--- src/rtl/matrix_pkg.sv ---
// Shared types and helpers for the matrix multiplier datapath.
// Used by the operand loader, the multiplier and the result collector.
package matrix_pkg;

    localparam int DEF_WIDTH = 32;

    typedef enum logic [1:0] {
        IDLE,
        COLLECT,
        DRAIN
    } state_t;

    function automatic int idx_w(input int m);
        return (m > 2) ? $clog2(m) : 1;
    endfunction

    function automatic int addr(input int m, input int i, input int j);
        return i * m + j;
    endfunction

endpackage

--- src/rtl/matrix_result_ram.sv ---
// Result storage: one write port, one asynchronous read port.
// Contents are deliberately not reset; validity is tracked by the owner.
module matrix_result_ram #(
    parameter int DEPTH = 16,
    parameter int WIDTH = 32,
    parameter int AW    = 4
) (
    input  logic             clk,
    input  logic             we,
    input  logic [AW-1:0]    waddr,
    input  logic [WIDTH-1:0] wdata,
    input  logic [AW-1:0]    raddr,
    output logic [WIDTH-1:0] rdata
);

    logic [WIDTH-1:0] mem [DEPTH];

    always_ff @(posedge clk) begin
        if (we) begin
            mem[waddr] <= wdata;
        end
    end

    assign rdata = mem[raddr];

endmodule

--- src/rtl/matrix_result_collector.sv ---
// Collects multiplier results into an MxM buffer, then streams the
// finished matrix row-major to the host over valid/ready.
module matrix_result_collector
    import matrix_pkg::*;
#(
    parameter int M     = 4,
    parameter int WIDTH = DEF_WIDTH
) (
    input  logic                  clk,
    input  logic                  rst,
    input  logic                  start,
    input  logic [WIDTH-1:0]      z_in,
    input  logic [idx_w(M)-1:0]   z_i,
    input  logic [idx_w(M)-1:0]   z_j,
    input  logic                  z_stb,
    output logic                  z_ack,
    input  logic                  mul_done,
    output logic [WIDTH-1:0]      out_data,
    output logic                  out_valid,
    input  logic                  out_ready,
    output logic                  out_last,
    output logic                  busy,
    output logic                  missing
);

    localparam int IDX_W = idx_w(M);
    localparam int N     = M * M;
    localparam int PTR_W = (N > 2) ? $clog2(N) : 1;

    state_t             state;
    state_t             state_n;
    logic [N-1:0]       written;
    logic [N-1:0]       wmask;
    logic [N-1:0]       written_n;
    logic [PTR_W-1:0]   ptr;
    logic [PTR_W-1:0]   waddr;
    logic [WIDTH-1:0]   rdata;
    logic               idx_ok;
    logic               accept;
    logic               we;
    logic               fire;
    logic               last;

    assign idx_ok    = (int'(z_i) < M) && (int'(z_j) < M);
    assign accept    = (state == COLLECT) && z_stb && !z_ack;
    assign we        = accept && idx_ok;
    assign waddr     = PTR_W'(addr(M, int'(z_i), int'(z_j)));
    assign wmask     = we ? (N'(1) << waddr) : '0;
    assign written_n = written | wmask;

    assign last      = (ptr == PTR_W'(N - 1));
    assign out_valid = (state == DRAIN);
    assign fire      = out_valid && out_ready;
    assign out_last  = out_valid && last;
    assign out_data  = (out_valid && written[ptr]) ? rdata : '0;
    assign busy      = (state != IDLE);

    matrix_result_ram #(
        .DEPTH (N),
        .WIDTH (WIDTH),
        .AW    (PTR_W)
    ) u_ram (
        .clk   (clk),
        .we    (we),
        .waddr (waddr),
        .wdata (z_in),
        .raddr (ptr),
        .rdata (rdata)
    );

    always_comb begin
        state_n = state;
        unique case (state)
            IDLE:    if (start) state_n = COLLECT;
            COLLECT: if (mul_done) state_n = DRAIN;
            DRAIN:   if (fire && last) state_n = IDLE;
            default: state_n = IDLE;
        endcase
    end

    always_ff @(posedge clk) begin
        if (rst) begin
            state   <= IDLE;
            z_ack   <= 1'b0;
            written <= '0;
            ptr     <= '0;
            missing <= 1'b0;
        end else begin
            state <= state_n;
            z_ack <= accept;
            if (state == IDLE && start) begin
                written <= '0;
                missing <= 1'b0;
                ptr     <= '0;
            end else begin
                written <= written_n;
            end
            // Include a write landing on the same edge as mul_done.
            if (state == COLLECT && state_n == DRAIN) begin
                missing <= ~&written_n;
            end
            if (fire) begin
                ptr <= last ? '0 : ptr + 1'b1;
            end
        end
    end

endmodule
--- config.mk ---
export PLATFORM = sky130hd
export DESIGN_NAME = matrix_result_collector
export DESIGN_NICKNAME = d
export VERILOG_FILES = /design/src/rtl/matrix_pkg.sv /design/src/rtl/matrix_result_ram.sv /design/src/rtl/matrix_result_collector.sv
export SDC_FILE = /design/constraint.sdc
export NUM_CORES = 1
export LEC_CHECK = 0
export CAP_MARGIN = 20
export CORE_ASPECT_RATIO = 0.6
export CORE_MARGIN = 2
export CORE_UTILIZATION = 35
export CTS_CLUSTER_DIAMETER = 30
export DETAILED_ROUTE_END_ITERATION = 10
export HOLD_SLACK_MARGIN = 0.08
export SKIP_LAST_GASP = 1
export SLEW_MARGIN = 10
export SYNTH_ARGS = -nofsm -noshare
export SYNTH_HDL_FRONTEND = slang
export SYNTH_SLANG_ARGS = --single-unit
--- constraint.sdc ---
create_clock -name clk -period 6.2 [get_ports clk]
set_input_delay 1.24 -clock clk [delete_from_list [all_inputs] [get_ports clk]]
set_output_delay 1.24 -clock clk [all_outputs]
set_load 0.005 [all_outputs]
==> summary.txt, run 1 <==
Die
  • Die height: 192.5 um
  • Floorplan row count: 69
  • I/O Pins: 79
  • DIE AREA: a little over 60000 um2
  • Core area: 58880 um2
  • Die extent in x: approximately 320 um
  • Initial Util: 0.3519

Route
  • Drt drc: 0
  • Vias per cell: between 5 and 6
  • Vias: 9601
  • Routed WL: ~46000 um
  • Routed length per instance: 24.65 um
  • ANT nets after route: 0
  • Starting DRT DRC Count: 871
  • Drt first pass iters: 7

Place
  • PortBufs: 78
  • Routability cong.: 0.7559
  • Worst slack at placement: 1.842 ns
  • Detailed Place HPWL: between 20000 and 25000 um

CTS
  • CTS root buffer: clkbuf_16
  • Worst-path clk slew: approximately 0.05 ns
  • TritonCTS clock tree: done
  • Post-CTS Hold Buffers: 0
  • Setup repair bufs after CTS: 0
  • Clock latency on the worst-skew pair: approximately 0.6 ns
  • Maximum buffer depth of the clock tree: 3
  • Post-cts resize count: 0
  • Clock sink count: 540
  • CTS buffer count: 74
  • H-tree depth: 3

Logic synthesis
  • Flops & latches, synth: 540
  • Synth top area share: 0.7420
  • Post-synth EDFFs: 512
  • Cell variety after synth: 39
  • Post-synth design cell area: 20720 um2
  • Syn Nets: 940
  • Fraction of registers with async set/reset: 0
  • Mapped Cells: 897
  • Top FF cell, synth: edfxtp_1
  • Yosys warnings: 0
  • Post-synthesis sequential area ratio: 0.7691
  • Dominant cell by count in the synthesized netlist: edfxtp_1
  • Top cells by area, synth: edfxtp_1 (74%), mux4_2 (18%), dfxtp_1 (2.7%), and3_1 (1.0%), clkbuf_1 (0.58%)
  • Post-synth top area cell: edfxtp_1
  • Post-synth top cells: edfxtp_1 (512), mux4_2 (165), and3_1 (33)
  • Mean Syn Cell Area: 23.10 um2

Outcome
  • Status: complete, no violations

Global routing
  • GRT overflow: 0
  • GRT Total Usage: 0.1531
  • First-pass GRT wire length: ~68000 um
  • Antenna violations before repair: 1
  • Largest net degree at the start of global routing: approximately 130
  • Vias in the first global route: ~9900

Setup path
  • Critical path fanouts, max: 32
  • CP Class: register to output port
  • Arrival time at the worst endpoint: 3.38 ns
  • Worst Reg-to-Reg Cells: 4
  • CP required: 4.96 ns
  • CP startpoint kind: register
  • Critical Path Sink Type: output port

Timing
  • Slew HR: 0.2552
  • Fin. max-slew vios: 0
  • Crit share post-route: 0.7446
  • RSZ-0062 raised after global routing: no
  • Worst Max-Slew Pin Slew: 1.111 ns
  • Final setup violation count: 0
  • FMAX: 0.2166 GHz
  • Final WS setup: 1.583 ns
  • Final min period: 4.617 ns
  • Setup TNS: 0 ns
  • Layout Skew: 0.01613 ns
  • Hold Fails Final Rpt: 0

Power
  • PwrDens: 335.1 nW/um2
  • LEAKAGE: 0.007737 uW
  • Peak VDD IR: roughly 0.18 mV

Min path
  • Worst Hold Class: register to register
  • Hold path cells: 1

Final layout
  • Area growth, synth to finish: 21.43%
  • Final nets: ~1100
  • Proportion of layout cells with a drive suffix above 1: 0.3134

Flow run
  • Max-capacitance violation count: 0
## layout by cell type, fill, tap and decap left out, drive strengths merged, types with 3 or more instances in the layout
cell	count
dfxtp	28
inv	17
nand2	17
mux2i	4
nand2b	4
mux4	165
mux2	3
o21ai	5
nor3	7
clkdlybuf4s50	78
edfxtp	512
bufinv	8
o21a	15
clkinv	29
nor2	19
clkbuf	79
buf	28
a21oi	7
clkinvlp	6
and3	33
## state kept, by name, summed over array words and instances, names as in the netlist, named ones only
name / cells
ptr: 4
missing: 1
state: 2
z_ack: 1
written: 16
u_ram.mem: 512
## worst paths after layout
kind,from,end,slack (ns)
max,ptr[0],out_data[18],1.58
max reg2reg,state[0],u_ram.mem[13][20],3.02
min,written[15],written[15],0.50
min reg2reg,written[15],written[15],0.50
## per-layer routing
metal | part of all wire | global-route usage | vias to the layer above
met1 | 0.47 | 0.2230 | 5137
li1 | - | - | 4123
met4 | 0.015 | 0.03974 | 0
met2 | 0.46 | 0.2342 | 279
met3 | 0.056 | 0.03379 | 62
met5 | 0 | 0 | -
## per-stage QoR
stage	utilization	total power, uW	cell area (um2)	hold WS [ns]	instances
2_1_floorplan	-	4155	20720	0.4576	897
3_3_place_gp	0.3843	4251	22630	0.5000	1732
3_5_place_dp	0.3843	4257	22630	0.4983	1732
4_1_cts	0.4273	8521	25160	0.5114	1869
5_1_grt	0.4273	8692	25160	0.5285	1869
6_report	0.4273	8431	25160	0.5039	1870
## cell type report
type / count / area [um2]
antenna: 1 / 2.502
clock buffer: 79 / 1913
timing repair buffer: 106 / 1028
sequential: 540 / 15950
clock inverter: 58 / 615.6
fill: 5070 / 33720
multi-input combinational: 303 / 4671
tap: 781 / 977.2
inverter: 2 / 7.507
## logic make-up (layout without fill, tap and decap cells)
kind of cell / Yosys count / in the layout / synth area share
DFF: 540 / 540 / 0.7691
muxes: 172 / 172 / 0.1829
and+or+nand+nor: 94 / 94 / 0.02416
buffers and inverters: 54 / 245 / 0.01093
AOI/OAI and AO/OA: 36 / 36 / 0.01232
adders and majority gates: 1 / 1 / 0.0006038
other: 0 / 1 / 0
## critical path: stages (launching register included)
cell	delay (ns)
dfxtp_1	0.54
mux4_2	0.56
mux4_2	0.87
and3_1	0.34
clkdlybuf4s50_1	0.44
## power breakdown
part	internal, uW	leakage, uW	switching [uW]
logic	64.8	0.00168	99.3
registers	4010	0.00483	7.18
clock network	2620	0.00123	1630
total	6690	0.00774	1740
Note: power is estimated with default switching activity, not from simulation.
==> inputs of run 2 (changes only) <==
==> constraint.sdc (replaced) <==
create_clock -name clk -period 3.85 [get_ports clk]
set_input_delay 0.77 -clock clk [delete_from_list [all_inputs] [get_ports clk]]
set_output_delay 0.77 -clock clk [all_outputs]
set_load 0.005 [all_outputs]
==> run 2 against run 1 <==
The run now ends with setup timing left. Clock power grew 54%. Critical path type unchanged. Non-clock buffer count grew 50. Combinational power grew 87%. Worst setup slack lost 1.6 ns. Sequential power grew 61%. Highest routed layer unchanged. Clock skew shrank 0.0023 ns. Largest power group unchanged.
==> summary.txt, run 2 (synthesis results as in run 1) <==
Outcome
  • Violated checks: setup timing
  • Status: complete, but fails checks

Setup path
  • Critical path fanouts, max: 11 (-66%)
  • Crit-path max cell delay: 0.51 ns (-0.36 ns)
  • CP required: 3.08 ns (-1.88 ns)
  • Critical Path Sink Type: output port
  • Worst Reg-to-Reg Cells: 4 (unchanged)
  • CP max stage cell: mux4_2
  • Arrival time at the worst endpoint: 3.08 ns (-0.30 ns)
  • Reg-to-reg critical path startpoint: state[0]
  • Most common cell on crit path: mux4_2
  • CP startpoint kind: register
  • Cells along the critical path: buf_8 -> buf_16 -> buf_4 -> mux4_2 -> mux4_2 -> and3_1 -> clkdlybuf4s50_1
  • Crit. path cell count: 7 (+3)
  • Worst path bufs/invs: 4 (+3)
  • Crit path max-delay family: multiplexers
  • CP Class: register to output port

Place
  • Area after DPL: 22900 um2 (+1.2%)
  • Routability cong.: 0.7371 (-2.5%)
  • Detailed Place HPWL: 25840 um (+5.5%)
  • PortBufs: 78 (unchanged)
  • Worst slack at placement: 0.5054 ns (-1.337 ns)

Timing
  • Worst Max-Slew Pin Slew: 0.5959 ns (-0.5152 ns)
  • RSZ-0062 raised after global routing: yes
  • Final setup violation count: 2 (+2)
  • Slew HR: 0.6015 (+0.3462)
  • Crit share post-route: 1.001
  • Layout Skew: 0.01387 ns (-0.002263 ns)
  • Fin. max-slew vios: 0 (unchanged)
  • FMAX: roughly 0.26 GHz
  • Hold Fails Final Rpt: 0 (unchanged)
  • Final WS setup: -0.003681 ns (-1.587 ns)
  • Final min period: 3.854 ns

Final layout
  • Top flop regs: u_ram.mem: 512 flops, written: 16 flops, ptr: 4 flops
  • Proportion of layout cells with a drive suffix above 1: 0.3471 (+0.03368)
  • Register Area: 15950 um2 (about the same)
  • Final nets: 1122 (+4.9%)
  • Layout Utilization: 0.4385 (+0.01114)
  • Max reg flops: 512 (unchanged)
  • Design Area, Final: 25820 um2 (+2.6%)
  • Fill count: 4975 (-1.9%)
  • Biggest register: u_ram.mem
  • Area occupied by multi-input gates: 4693 um2 (+0.48%)
  • Commonest non-fill, non-tap cells in the layout: edfxtp_1 (512), mux4_2 (165), clkbuf_16 (84), clkdlybuf4s50_1 (73), buf_4 (49)
  • Area growth, synth to finish: 24.60%
  • Most common cell after layout, fill and taps aside: edfxtp_1

Power
  • Comb pwr share: 0.023 (+0.004)
  • Int Pwr: 10450 uW (+56%)
  • PwrDens: 515.6 nW/um2 (+54%)
  • Switching Fraction: 0.2150 (+0.008590)
  • Peak VDD IR: 0.2644 mV (+46%)
  • Clk pwr share: 0.491 (-0.013)
  • Share of total power in sequential cells: 0.486 (+0.010)
  • LEAKAGE: 0.008136 uW (+5.2%)
  • NetSw: 2863 uW (+64%)

CTS
  • H-tree depth: 3 (unchanged)
  • CTS buffer count: 76 (+2.7%)
  • Worst-path clk slew: 0.06 ns (about the same)
  • Clock sink count: 540 (unchanged)
  • CTS root buffer: clkbuf_16
  • Maximum buffer depth of the clock tree: 3 (unchanged)
  • Post-CTS Hold Buffers: 0 (unchanged)
  • Clock latency on the worst-skew pair: 0.60 ns (about the same)
  • TritonCTS clock tree: done

Global routing
  • GRT overflow: 0 (unchanged)
  • GRT Total Usage: 0.1625 (+0.009457)
  • Largest net degree at the start of global routing: 70 (-46%)
  • First-pass GRT wire length: 71450 um (+5.1%)
  • Vias in the first global route: 10250 (+3.8%)
  • Antenna violations before repair: 2 (+1)

Route
  • Drt drc: 0 (unchanged)
  • Vias: 10220 (+6.5%)
  • Routed length per instance: 26.34 um (+6.8%)
  • Routed WL: 50570 um (+9.7%)
  • ANT nets after route: 0 (unchanged)
  • Starting DRT DRC Count: 979 (+12%)
  • Drt first pass iters: 5 (-2)
  • Vias per cell: 5.323 (+3.7%)

Min path
  • Hold_sp: written[15]
  • Hold path cells: 1 (unchanged)
  • Worst Hold Class: register to register

Die
  • I/O Pins: 79 (unchanged)
  • DIE AREA: 61230 um2 (unchanged)
  • Initial Util: 0.3519 (unchanged)
  • Die extent in x: 318.1 um (unchanged)
  • Floorplan row count: 69 (unchanged)
  • Die height: 192.5 um (unchanged)
  • Core area: 58880 um2 (unchanged)

Flow run
  • Max-capacitance violation count: 0 (unchanged)
==> run 2: cell count changes in the layout (fill, tap and decap cells not counted), sizes merged <==
cell           before  now
clkinv             29   18
buf                28   72
dlymetal6s2s        0    5
clkbuf             79   92
bufinv              8    1
clkinvlp            6    9
clkdlybuf4s50      78   73
inv                17   25
==> run 2: stage by stage <==
stage / hold WS [ns] / cells / TNS (ns) / power [uW]
after floorplan: 0.4576 / 897 / -27.09 / 6692
after global placement: 0.4983 / 1748 / 0 / 6852
after detailed placement: 0.4862 / 1748 / 0 / 6861
after CTS: 0.4979 / 1889 / -1.449 / 13430
after global routing: 0.5181 / 1919 / -1.062 / 13730
final: 0.4959 / 1920 / -0.006817 / 13310
==> run 2: power groups by stage <==
stage | combinational (uW) | sequential, uW | clock [uW]
2_1_floorplan | 110 | 6580 | 0
3_3_place_gp | 268 | 6580 | 0
3_5_place_dp | 276 | 6580 | 0
4_1_cts | 285 | 6460 | 6690
5_1_grt | 331 | 6460 | 6930
6_report | 306 | 6460 | 6540
==> run 2: final cells by class <==
cell class	instances	area share
inverter	2	0.0002908
clock inverter	51	0.01638
tap	781	0.03785
sequential	540	0.6178
timing repair buffer	156	0.06902
antenna	1	0.00009693
multi-input combinational	303	0.1818
clock buffer	86	0.07677
==> run 2: path summary, 6_finish.rpt <==
check / slack, ns / to
min reg2reg: 0.50 / written[15]
max reg2reg: 1.27 / u_ram.mem[12][13]
max: -0.004 / out_data[25]
min: 0.50 / written[15]
==> run 2: what timing repair did <==
| action | 4_1_cts | 5_1_grt |
|---|---|---|
| buffers inserted | 2 | 20 |
| cloned | 2 | 10 |
| endpoints found under the setup margin | 32 | 31 |
| resized for setup | 6 | 13 |
==> run 2: per-layer routing <==
metal	up-vias	share of wire	track usage
met1	5549	0.46	0.2357
li1	4244	-	-
met3	68	0.063	0.03337
met4	0	0.016	0.03700
met5	-	0	0
met2	360	0.46	0.2542
==> inputs of run 3 (changes only) <==
--- a/config.mk
+++ b/config.mk
@@ -9,9 +9,11 @@
 export CORE_ASPECT_RATIO = 0.6
 export CORE_MARGIN = 2
 export CORE_UTILIZATION = 35
+export CTS_BUF_LIST = sky130_fd_sc_hd__clkbuf_16
 export CTS_CLUSTER_DIAMETER = 30
 export DETAILED_ROUTE_END_ITERATION = 10
 export HOLD_SLACK_MARGIN = 0.08
+export RECOVER_POWER = 50
 export SKIP_LAST_GASP = 1
 export SLEW_MARGIN = 10
 export SYNTH_ARGS = -nofsm -noshare
==> run 3 against run 2 <==
The run now ends clean. Register-to-register slack improved by 0.02 ns. Critical endpoint unchanged. Power is 0.28% lower. Global-route usage unchanged. Highest routed layer unchanged. Combinational power shrank 3%. Largest power group unchanged. Clock power hardly changed. First-iteration DRC count grew 15%.
==> summary.txt, run 3 (synthesis results as in run 1) <==
Final layout
  • Commonest non-fill, non-tap cells in the layout: edfxtp_1 (512), mux4_2 (165), clkbuf_16 (84), buf_4 (45), clkdlybuf4s50_1 (39)
  • Area growth, synth to finish: 24.37%
  • Area occupied by multi-input gates: 4658 um2 (-0.75%)
  • Final nets: 1122 (unchanged)
  • Fill count: 4989 (+0.28%)
  • Biggest register: u_ram.mem
  • Max reg flops: 512 (unchanged)
  • Top flop regs: u_ram.mem: 512 flops, written: 16 flops, ptr: 4 flops
  • Layout Utilization: 0.4377 (-0.0008080)
  • Most common cell after layout, fill and taps aside: edfxtp_1
  • Register Area: 15950 um2 (unchanged)
  • Proportion of layout cells with a drive suffix above 1: 0.3409 (-0.006151)

Route
  • Routed WL: 50520 um (about the same)
  • Vias per cell: 5.299 (-0.46%)
  • Starting DRT DRC Count: 1127 (+15%)
  • ANT nets after route: 0 (unchanged)
  • Drt drc: 0 (unchanged)
  • Routed length per instance: 26.30 um (-0.14%)
  • Vias: 10180 (-0.41%)
  • Drt first pass iters: 5 (unchanged)

Setup path
  • Worst Reg-to-Reg Cells: 4 (unchanged)
  • CP startpoint kind: register
  • Arrival time at the worst endpoint: 3.08 ns (about the same)
  • Cells along the critical path: buf_8 -> buf_16 -> buf_4 -> mux4_2 -> mux4_2 -> and3_1 -> clkdlybuf4s50_1
  • Reg-to-reg critical path startpoint: state[0]
  • Critical Path Sink Type: output port
  • Critical R2R Capture: u_ram.mem[10][2]
  • CP Class: register to output port
  • CP max stage cell: mux4_2
  • CP required: 3.08 ns (about the same)
  • Crit-path max cell delay: 0.51 ns (about the same)
  • Critical path fanouts, max: 11 (unchanged)
  • Reg-to-reg slack, setup: 1.29 ns (+0.02 ns)
  • Most common cell on crit path: mux4_2

Die
  • Floorplan row count: 69 (unchanged)
  • Core area: 58880 um2 (unchanged)
  • I/O Pins: 79 (unchanged)
  • Initial Util: 0.3519 (unchanged)
  • Die height: 192.5 um (unchanged)
  • Die extent in x: 318.1 um (unchanged)
  • DIE AREA: 61230 um2 (unchanged)

Power
  • PwrDens: 515.1 nW/um2 (about the same)
  • Peak VDD IR: 0.2645 mV (about the same)
  • Total power draw: 13270 uW (-0.28%)
  • LEAKAGE: 0.008156 uW (+0.24%)

Timing
  • Worst Max-Slew Pin Slew: 0.9797 ns (+0.3838 ns)
  • Slew HR: 0.3469 (-0.2546)
  • Layout Skew: 0.01278 ns (-0.001090 ns)
  • FMAX: 0.2598 GHz (+0.11%)
  • Hold Fails Final Rpt: 0 (unchanged)
  • Final min period: 3.849 ns (-0.004196 ns)
  • RSZ-0062 raised after global routing: yes
  • Crit share post-route: 0.9999 (-0.001090)
  • Fin. max-slew vios: 0 (unchanged)
  • Final setup violation count: 0 (-2)

Global routing
  • Vias in the first global route: 10250 (unchanged)
  • First-pass GRT wire length: 71450 um (unchanged)
  • Met3 Track Usage GR: 0.03337 (unchanged)
  • Met1 Use GR: 0.2357 (unchanged)
  • Met2 GRT Util: 0.2542 (unchanged)
  • Global-route layer with the greatest usage: met2
  • Largest net degree at the start of global routing: 70 (unchanged)
  • GRT overflow: 0 (unchanged)
  • Antenna violations before repair: 6 (+4)
  • GRT Total Usage: 0.1625 (unchanged)

Place
  • Routability cong.: 0.7371 (unchanged)
  • PortBufs: 78 (unchanged)
  • Detailed Place HPWL: 25840 um (unchanged)

CTS
  • H-tree depth: 3 (unchanged)
  • Clock latency on the worst-skew pair: 0.60 ns (about the same)
  • TritonCTS clock tree: done
  • Post-CTS Hold Buffers: 0 (unchanged)
  • CTS buffer count: 76 (unchanged)
  • Worst-path clk slew: 0.06 ns (about the same)
  • Maximum buffer depth of the clock tree: 3 (unchanged)
  • Clock sink count: 540 (unchanged)
  • CTS root buffer: clkbuf_16

Min path
  • Hold_sp: written[15]
  • Worst Hold Class: register to register
  • WHS Endpoint: written[15]
  • Hold path cells: 1 (unchanged)

Outcome
  • Status: complete, no violations

Flow run
  • Max-capacitance violation count: 0 (unchanged)
[run 3: cell count changes in the layout (fill, tap and decap cells not counted), sizes merged]
cell | before | now
clkdlybuf4s50 | 73 | 39
inv | 25 | 33
dlygate4sd3 | 0 | 34
diode | 1 | 2
buf | 72 | 68
clkbuf | 92 | 88
[run 3: metal layers]
layer / routed length (um) / up-vias
met1: 23290 / 5522
met4: 881 / 0
met5: 0 / -
li1: - / 4242
met2: 23330 / 337
met3: 3028 / 78
[run 3: area by class of cell]
class | instances | share of cell area
flip-flops and latches | 540 | 0.6189
multi-input cells | 303 | 0.1808
clock buffers | 78 | 0.07575
repair buffers | 156 | 0.06856
well taps | 781 | 0.03792
clock inverters | 59 | 0.01758
inverters | 2 | 0.0002913
diodes | 2 | 0.0001942
[run 3: timing repair]
action	in CTS	in global routing
gates resized for setup	6	13
gates cloned	2	10
setup buffers	2	20
hold endpoints to repair	0	0
endpoints found under the setup margin	32	31
[run 3: worst max path at each step]
stage / slack [ns] / end
after floorplan: -0.49 / missing
after global placement: 0.51 / out_data[1]
after detailed placement: 0.51 / out_data[1]
after CTS: -0.11 / out_data[0]
after global routing: -0.09 / out_data[28]
final: 0.0005 / out_data[25]
[run 3: power by group]
part / total, uW / switching (uW) / internal [uW]
Clock: 6520 / 2670 / 3840
Sequential: 6460 / 10.7 / 6450
Combinational: 296 / 173 / 123
Total: 13300 / 2860 / 10400
[run 3: worst max-delay path, delay by kind of cell, from the launching register on]
family	cells	cell delay, ns
muxes	2	0.98
DFF	1	0.38
and+or+nand+nor	1	0.23
buffers and inverters	4	0.89
[run 3: through the flow]
stage          hold WS [ns]  setup TNS [ns]  worst slack [ns]  instance area (um2)  instances
2_1_floorplan        0.4576          -27.09           -0.4865                20730        897
3_3_place_gp         0.4983               0            0.5107                22900       1748
3_5_place_dp         0.4862               0            0.5054                22900       1748
4_1_cts              0.4977          -1.452           -0.1116                25420       1889
5_1_grt              0.5181          -1.069          -0.08886                25760       1919
6_report             0.4958               0         0.0005154                25770       1921
